## config.mk

```make
export PLATFORM = sky130hd
export DESIGN_NAME = stream_mux_nch
export DESIGN_NICKNAME = d
export VERILOG_FILES = /design/src/rtl/stream_mux_pkg.sv /design/src/rtl/rr_arbiter_nch.sv /design/src/rtl/stream_mux_nch.sv
export SDC_FILE = /design/constraint.sdc
export NUM_CORES = 1
export LEC_CHECK = 0
export BUFFER_PORTS_ARGS = -buffer_cell sky130_fd_sc_hd__buf_2
export CAP_MARGIN = 10
export CORE_AREA = 5 5 60 62
export DETAILED_ROUTE_END_ITERATION = 10
export DIE_AREA = 0 0 65 67
export PLACE_DENSITY = 0.79
export SLEW_MARGIN = 5
export SYNTH_ARGS = -nofsm -noshare
export SYNTH_HDL_FRONTEND = slang
export SYNTH_SLANG_ARGS = --single-unit
```

## constraint.sdc

```tcl
create_clock -name clk -period 2.8 [get_ports clk]
set_input_delay 0.7 -clock clk [delete_from_list [all_inputs] [get_ports clk]]
set_output_delay 0.7 -clock clk [all_outputs]
set_load 0.02 [all_outputs]
```

## src/rtl/stream_mux_pkg.sv

```systemverilog
// Shared constants and helpers for the N-channel stream multiplexer.
package stream_mux_pkg;

  localparam logic MODE_SEL = 1'b0;  // sel port picks the channel
  localparam logic MODE_RR  = 1'b1;  // internal round-robin arbitration

  // Low bit index of channel ch inside a packed bus of width-bit lanes.
  function automatic int unsigned slice_lo(input int unsigned ch, input int unsigned width);
    return ch * width;
  endfunction

endpackage

```

## src/rtl/rr_arbiter_nch.sv

```systemverilog
// Combinational rotate-priority search: first requester at or after ptr, wrapping.
module rr_arbiter_nch
  import stream_mux_pkg::*;
#(
  parameter  int NUM_CH = 4,
  localparam int SEL_W  = $clog2(NUM_CH)
) (
  input  logic [NUM_CH-1:0] req,
  input  logic [SEL_W-1:0]  ptr,
  output logic              gnt_valid,
  output logic [SEL_W-1:0]  gnt_idx
);

  // Scan offsets 0..NUM_CH-1 from ptr; the first hit wins.
  always_comb begin
    int unsigned pos;
    gnt_valid = 1'b0;
    gnt_idx   = '0;
    for (int unsigned i = 0; i < NUM_CH; i++) begin
      pos = (32'(ptr) + i) % NUM_CH;
      if (!gnt_valid && req[SEL_W'(pos)]) begin
        gnt_valid = 1'b1;
        gnt_idx   = SEL_W'(pos);
      end
    end
  end

endmodule

```

## src/rtl/stream_mux_nch.sv

```systemverilog
// N-channel valid/ready stream mux with external-select or round-robin
// channel choice and a single registered output stage.
module stream_mux_nch
  import stream_mux_pkg::*;
#(
  parameter  int NUM_CH = 4,
  parameter  int DATA_W = 8,
  localparam int SEL_W  = $clog2(NUM_CH)
) (
  input  logic                     clk,
  input  logic                     rst,
  input  logic                     mode,
  input  logic [SEL_W-1:0]         sel,
  input  logic [NUM_CH*DATA_W-1:0] in_data,
  input  logic [NUM_CH-1:0]        in_valid,
  output logic [NUM_CH-1:0]        in_ready,
  output logic [DATA_W-1:0]        out_data,
  output logic                     out_valid,
  input  logic                     out_ready,
  output logic [SEL_W-1:0]         out_ch
);

  logic [DATA_W-1:0] out_data_q, out_data_d;
  logic              out_valid_q, out_valid_d;
  logic [SEL_W-1:0]  out_ch_q, out_ch_d;
  logic [SEL_W-1:0]  rr_ptr_q, rr_ptr_d;

  logic              load_en;
  logic              rr_gnt_valid;
  logic [SEL_W-1:0]  rr_gnt_idx;
  logic              cand_valid;
  logic [SEL_W-1:0]  cand;
  logic [DATA_W-1:0] cand_data;
  logic              fire;

  rr_arbiter_nch #(.NUM_CH(NUM_CH)) u_arb (
    .req       (in_valid),
    .ptr       (rr_ptr_q),
    .gnt_valid (rr_gnt_valid),
    .gnt_idx   (rr_gnt_idx)
  );

  // Candidate selection, handshake and next-state for the output register.
  always_comb begin
    load_en = !out_valid_q || out_ready;

    if (mode == MODE_RR) begin
      cand_valid = rr_gnt_valid;
      cand       = rr_gnt_idx;
    end else begin
      cand_valid = (32'(sel) < NUM_CH);
      cand       = sel;
    end

    // Shift rather than index so an out-of-range sel never selects past the bus.
    cand_data = DATA_W'(in_data >> slice_lo(32'(cand), DATA_W));

    in_ready = (cand_valid && load_en && !rst) ? (NUM_CH'(1) << cand) : '0;
    fire     = cand_valid && in_valid[cand] && load_en && !rst;

    out_data_d  = out_data_q;
    out_ch_d    = out_ch_q;
    out_valid_d = out_valid_q;
    rr_ptr_d    = rr_ptr_q;

    if (fire) begin
      out_data_d  = cand_data;
      out_ch_d    = cand;
      out_valid_d = 1'b1;
      if (mode == MODE_RR) begin
        rr_ptr_d = (32'(cand) == NUM_CH - 1) ? '0 : cand + SEL_W'(1);
      end
    end else if (out_valid_q && out_ready) begin
      out_valid_d = 1'b0;
    end
  end

  // Output register and round-robin pointer, cleared asynchronously.
  always_ff @(posedge clk or posedge rst) begin
    if (rst) begin
      out_data_q  <= '0;
      out_valid_q <= 1'b0;
      out_ch_q    <= '0;
      rr_ptr_q    <= '0;
    end else begin
      out_data_q  <= out_data_d;
      out_valid_q <= out_valid_d;
      out_ch_q    <= out_ch_d;
      rr_ptr_q    <= rr_ptr_d;
    end
  end

  assign out_data  = out_data_q;
  assign out_valid = out_valid_q;
  assign out_ch    = out_ch_q;

endmodule

```

==> results.toml, run 1 <==
[placed_design]
dp_worst_setup_slack_ns = -0.138
portBuffers = 56
placed_cell_area_um2 = 1620
hpwl_um = 2700
gp_congestion = 0.851
post-place-cells = 226

[setup_path]
path_cells = "buf_8, nor4bb_4, a21oi_2, a221o_1, nand2_4, inv_6, ha_4, and2_4, buf_6"
cp-start-kind = "primary input"
cp_slowest_stage_delay_ns = 0.41
crit_family = "simple AND/OR/NAND/NOR gates"
worst-path-buf-inv = 3
critPathRequiredTime_ns = 2.10
path_max_fanout = 4
critPathKind = "in -> out"
crit_slowest_cell = "a221o_1"
cp.arrival_ns = 2.22
crit_path_end_kind = "output port"

[layout]
antenna_cells = 0
drive_above_1_share = 0.651
final_nets = 259
instances_no_fill = 245
syn2layout_area_growth_pct = 69.0
layout.cell_area.non_filler_um2 = 1960

[power]
powerDensity_nw_per_um2 = 718
p_leak_uw = 0.000932
peakVddDrop_v = 0.000238
design_power_total_uw = 1400

[floorplanning]
chipWidth_um = 65
coreArea_um2 = 2980
rows = 20
start_util = 0.389
dieArea_um2 = 4360
pin_count = 57
die_h_um = 67

[clock_tree]
holdBufCountCts = 0
cts.sinks = 13
cts_tree = "yes"
clk_pin_slew_ns = 0.08
root_buffer = "clkbuf_4"
clk_latency_ns = 0.29
cts_buffer_depth = 2
cts_buffers = 3
cts-htree-levels = 1

[grt]
grt-ovfl-total = 0
grt_usage = 0.185
grt_pass1_vias = 1267
grt_max_degree = 18
grt_pass1_wl_um = 6010
antenna_found_initial = 0

[routing]
firstDrtPassIters = 4
drc = 0
ant_nets = 0
drtIter0Drc = 76
routedWlPerCell_um = 17.8
routed_wirelength_um = 4350
via_count = 1373
vias_per_cell = 5.60

[synth]
syn_avg_cell_area_um2 = 9.56
synth_nets = 167
synth_cell_types = 41
synth_warnings = 0
ys_ff_latch = 13
syn-cell-area_um2 = 1160
ys_seq_area_frac = 0.281
netlist_instances = 121

[sta]
period_share = 1.04
fin_skew_ns = 0.00238
tightest_slew_ns = 0.594
worst_slack_ns = -0.121
slew_headroom = 0.604
setup_viol = 4
rsz0062_at_grt = "true"
finalHoldViolations = 0
fin_setup_tns_ns = -0.379
fmax_ghz = 0.342
min_period_ns = 2.92
drv_slew = 0

[hold_path]
holdCritPathClass = "in -> async"

[status]
status = "finished, violations left"
violations = "negative setup slack"

[job]
cap_violations = 0
per-layer routing:
metal | part of all wire | routed length (µm) | track usage | vias up
met2 | 0.52 | 2260 | 0.319 | 50
li1 | - | - | - | 649
met4 | 0.038 | 166 | 0.119 | 0
met5 | 0 | 0 | 0 | -
met3 | 0.048 | 210 | 0.0118 | 13
met1 | 0.39 | 1710 | 0.223 | 661
cell usage after synthesis:
library cell  count  area (µm²)
o21ai_0          17        85.1
dfrtp_1          13         325
a31oi_1           8        50.1
a32oi_1           8        70.1
mux2_4            8         120
nand3_1           8        40.0
inv_1             7        26.3
and2_1            4        25.0
ha_1              4        50.1
nand2_1           4        15.0
buf_2             3        15.0
mux2_2            3        33.8
nor2_1            3        11.3
a21oi_1           2        10.0
clkbuf_1          2        7.51
nand2b_1          2        12.5
a221o_1           1        10.0
a221oi_1          1        8.76
a221oi_2          1        15.0
a31o_1            1        8.76
a32o_1            1        10.0
and2b_1           1        7.51
buf_1             1        3.75
buf_6             1        11.3
buf_8             1        15.0
inv_2             1        3.75
mux2i_1           1        10.0
nand2_2           1        6.26
nand2_4           1        11.3
nand3b_1          1        7.51
nor2b_1           1        6.26
nor3_1            1        5.00
nor4bb_4          1        25.0
o2111ai_4         1        26.3
o211ai_1          1        7.51
o211ai_4          1        21.3
o21ai_1           1        5.00
o311ai_0          1        8.76
o31a_1            1        8.76
o41a_1            1        11.3
or2_1             1        6.26
cell families after synthesis:
kind of cell	count (synthesis)	synth area share
buffers and inverters	16	0.0713
multiplexers	12	0.142
adder cells (fa/ha/maj)	4	0.0432
AO/OA/AOI/OAI	47	0.308
AND/OR/NAND/NOR	29	0.155
flip-flops	13	0.281
area by class of cell:
cell class | count | area, µm²
Clock buffer | 4 | 26.3
Fill cell | 209 | 1020
Inverter | 8 | 35.0
Multi-Input combinational cell | 92 | 876
Sequential cell | 13 | 327
Tap cell | 33 | 41.3
Timing Repair Buffer | 95 | 651
worst register-to-register path: stages, from the launching register on:
cell	delay [ns]
dfrtp_1	0.44
nor4bb_4	0.39
a21oi_2	0.08
a221o_1	0.41
nand2_4	0.12
inv_6	0.05
buf_4	0.13
buf_4	0.12
buf_4	0.13
o211ai_4	0.29
buf_12	0.18
mux2_4	0.30
sequential cells by signal, indices dropped and copies added, names as in the netlist:
register and flops:
out_valid 1, out_data 8, out_ch 2, rr_ptr_q 2
layout by cell type, fill, tap and decap left out, types with 2 or more instances in the layout:
master    Yosys  layout
mux2_4        8       9
dfrtp_1      13      12
and2_4        0       3
ha_2          0       2
a32oi_2       0       3
inv_1         7       6
o21ai_1       1       4
nand2b_1      2       2
a21oi_2       0       2
clkbuf_4      0       3
ha_4          0       2
a31oi_1       8       8
buf_4         0      35
o21ai_0      17       9
nand3_1       8       8
mux2_2        3       2
nand2_1       4       4
buf_6         1      10
buf_2         3      48
a32oi_1       8       5
nor2_1        3       3
o21ai_2       0       4
repair_timing:
action                     4_1_cts  5_1_grt
gates cloned                     0        1
setup endpoints to repair        4       12
setup buffers                   11        5
resized for setup               23       35
pin swaps                        7       16
through the flow:
stage,hold WS [ns],util
after floorplan,0.510,-
after CTS,0.440,0.609
after detailed placement,0.497,0.544
after global placement,0.496,0.544
final,0.435,0.657
after global routing,0.466,0.657
final timing paths:
path	from	to	slack [ns]	cells after the start
min in group clk	out_data[4]$_DFFE_PP0P_	out_data[4]$_DFFE_PP0P_	0.51	1
min	rst	out_data[2]$_DFFE_PP0P_	0.43	2
min reg2reg	out_data[4]$_DFFE_PP0P_	out_data[4]$_DFFE_PP0P_	0.51	1
max in group asynchronous	rst	rr_ptr_q[1]$_DFFE_PP0P_	2.02	2
max	in_valid[1]	in_ready[0]	-0.12	9
max reg2reg	rr_ptr_q[0]$_DFFE_PP0P_	out_data[0]$_DFFE_PP0P_	0.04	11
report_power, final:
part | internal [µW] | switching [µW]
sequential | 278 | 69.1
combinational | 486 | 451
clock | 55.5 | 63.8
total | 820 | 584
Power figures use the tool's default switching activity.
==> run 2: changes to the inputs <==
Settings changed: CORE_AREA 5 5 60 62 to 5 5 75 77, DIE_AREA 0 0 65 67 to 0 0 80 82, PLACE_DENSITY 0.79 to 0.56.
==> run 2 against run 1 <==
Effect of this change: the flow still finishes with violations (negative setup slack); via count is 5.8% lower; hold slack gained 0.070 ns; sequential power about the same; global-route usage down 6.8 points; routed wire length shrank 6.6%; critical endpoint unchanged; largest power group unchanged.
==> results.toml, run 2 (synthesis gave the netlist of run 1 again) <==
[clock_tree]
cts_buffers = 3
cts.sinks = 13
cts_tree = "yes"
holdBufCountCts = 0
clk_latency_ns = 0.24
cts-htree-levels = 1
clk_pin_slew_ns = 0.05
root_buffer = "clkbuf_8"
cts_buffer_depth = 2

[layout]
final_nets = 252
drive_above_1_share = 0.610
antenna_cells = 0
largest_register_ffs = 8
final_core_util = 0.385
layout_commonest_cell = "buf_2"
syn2layout_area_growth_pct = 64.3
final_cell_mix = "50 x buf_2, 29 x buf_4, 12 x dfrtp_1"

[sta]
rsz0062_at_grt = "true"
fin_setup_tns_ns = -0.0749
fmax_ghz = 0.354
min_period_ns = 2.83
drv_slew = 0
fin_skew_ns = 0.00220
period_share = 1.01
setup_viol = 4
slew_headroom = 0.127
tightest_slew_ns = 1.31
finalHoldViolations = 0
worst_slack_ns = -0.0269

[setup_path]
crit_family = "compound AO/OA/AOI/OAI gates"
crit_slowest_cell = "or2_4"
r2r_start = "rr_ptr_q[1]$_DFFE_PP0P_"
path_cells = "buf_2, or2_4, o211ai_1, a221o_1, nand2_4, inv_4, ha_4, and2_4, buf_6"
critPathRequiredTime_ns = 2.10
worst-path-buf-inv = 3
crit_path_end_kind = "output port"
rr_worst_depth = 10
path_max_fanout = 4
cp-start-kind = "primary input"
critPathKind = "in -> out"
r2r_setup_slack_ns = 0.25
cp.depth = 9
cp_slowest_stage_delay_ns = 0.26
cp.arrival_ns = 2.13
r2r-end = "out_data[5]$_DFFE_PP0P_"

[routing]
routed_wirelength_um = 4060
ant_nets = 0
vias_per_cell = 4.71
routedWlPerCell_um = 14.8
firstDrtPassIters = 4
drc = 0
drtIter0Drc = 46
via_count = 1294

[floorplanning]
dieArea_um2 = 6560
pin_count = 57
chipWidth_um = 80
start_util = 0.234
coreArea_um2 = 4940
rows = 26
die_h_um = 82

[placed_design]
hpwl_um = 2910
gp_congestion = 0.828
dp_worst_setup_slack_ns = -0.105
portBuffers = 56

[job]
cap_violations = 0

[hold_path]
min_to = "out_ch[0]$_DFFE_PP0P_"
worstHoldPathCells = 1
hold_start = "out_ch[0]$_DFFE_PP0P_"
holdCritPathClass = "reg -> reg"

[power]
peakVddDrop_v = 0.000383
powerDensity_nw_per_um2 = 717
design_power_total_uw = 1360
p_leak_uw = 0.000896

[grt]
antenna_found_initial = 0
grt_usage = 0.117
grt_pass1_wl_um = 5980
grt-ovfl-total = 0
grt_max_degree = 18
grt_pass1_vias = 1213

[status]
status = "finished, violations left"
violations = "negative setup slack"
run 2: worst max path at each step:
stage / from / to
2_1_floorplan: in_valid[2] / in_ready[1]
5_1_grt: in_valid[3] / in_ready[2]
3_3_place_gp: in_valid[1] / in_ready[0]
6_report: in_valid[3] / in_ready[0]
3_5_place_dp: in_valid[1] / in_ready[0]
4_1_cts: in_valid[0] / in_ready[0]
run 2: worst reg2reg max path, cell delays in order, from the launching register on:
cell,delay (ns)
dfrtp_2,0.47
nor4bb_4,0.34
a21oi_2,0.06
a221o_1,0.40
buf_4,0.15
buf_4,0.12
buf_4,0.19
o2111ai_4,0.12
o211ai_4,0.11
buf_4,0.18
mux2_4,0.30
run 2: cell type report:
cell class              count  area [µm²]
clock buffers               4        45.0
fillers                   523        3040
inverters                   8        32.5
multi-input cells          92         837
flip-flops and latches     13         327
well taps                  70        87.6
repair buffers             88         573
run 2: routing by layer:
metal | global-route usage | up-vias | part of all wire
li1 | - | 638 | -
met1 | 0.145 | 621 | 0.44
met2 | 0.200 | 33 | 0.50
met3 | 0.0406 | 2 | 0.060
met4 | 0.0152 | 0 | 0.0044
met5 | 0 | - | 0
run 2: power by group:
part	internal (µW)	switching [µW]
sequential	279	69.5
clock	100	66.9
combinational	441	407
run 2: repair_timing:
action                     CTS  global route
setup endpoints to repair    4            12
pin swaps                    7            12
buffers inserted             8             2
resized for setup           22            25
cloned                       0             1
run 2: through the flow:
step                      cell area (µm²)  hold WS (ns)  std cells
final                                1900         0.505        275
after global routing                 1900         0.518        275
after CTS                            1830         0.509        274
after detailed placement             1650         0.491        262
after global placement               1650         0.487        262
after floorplan                      1160         0.510        121
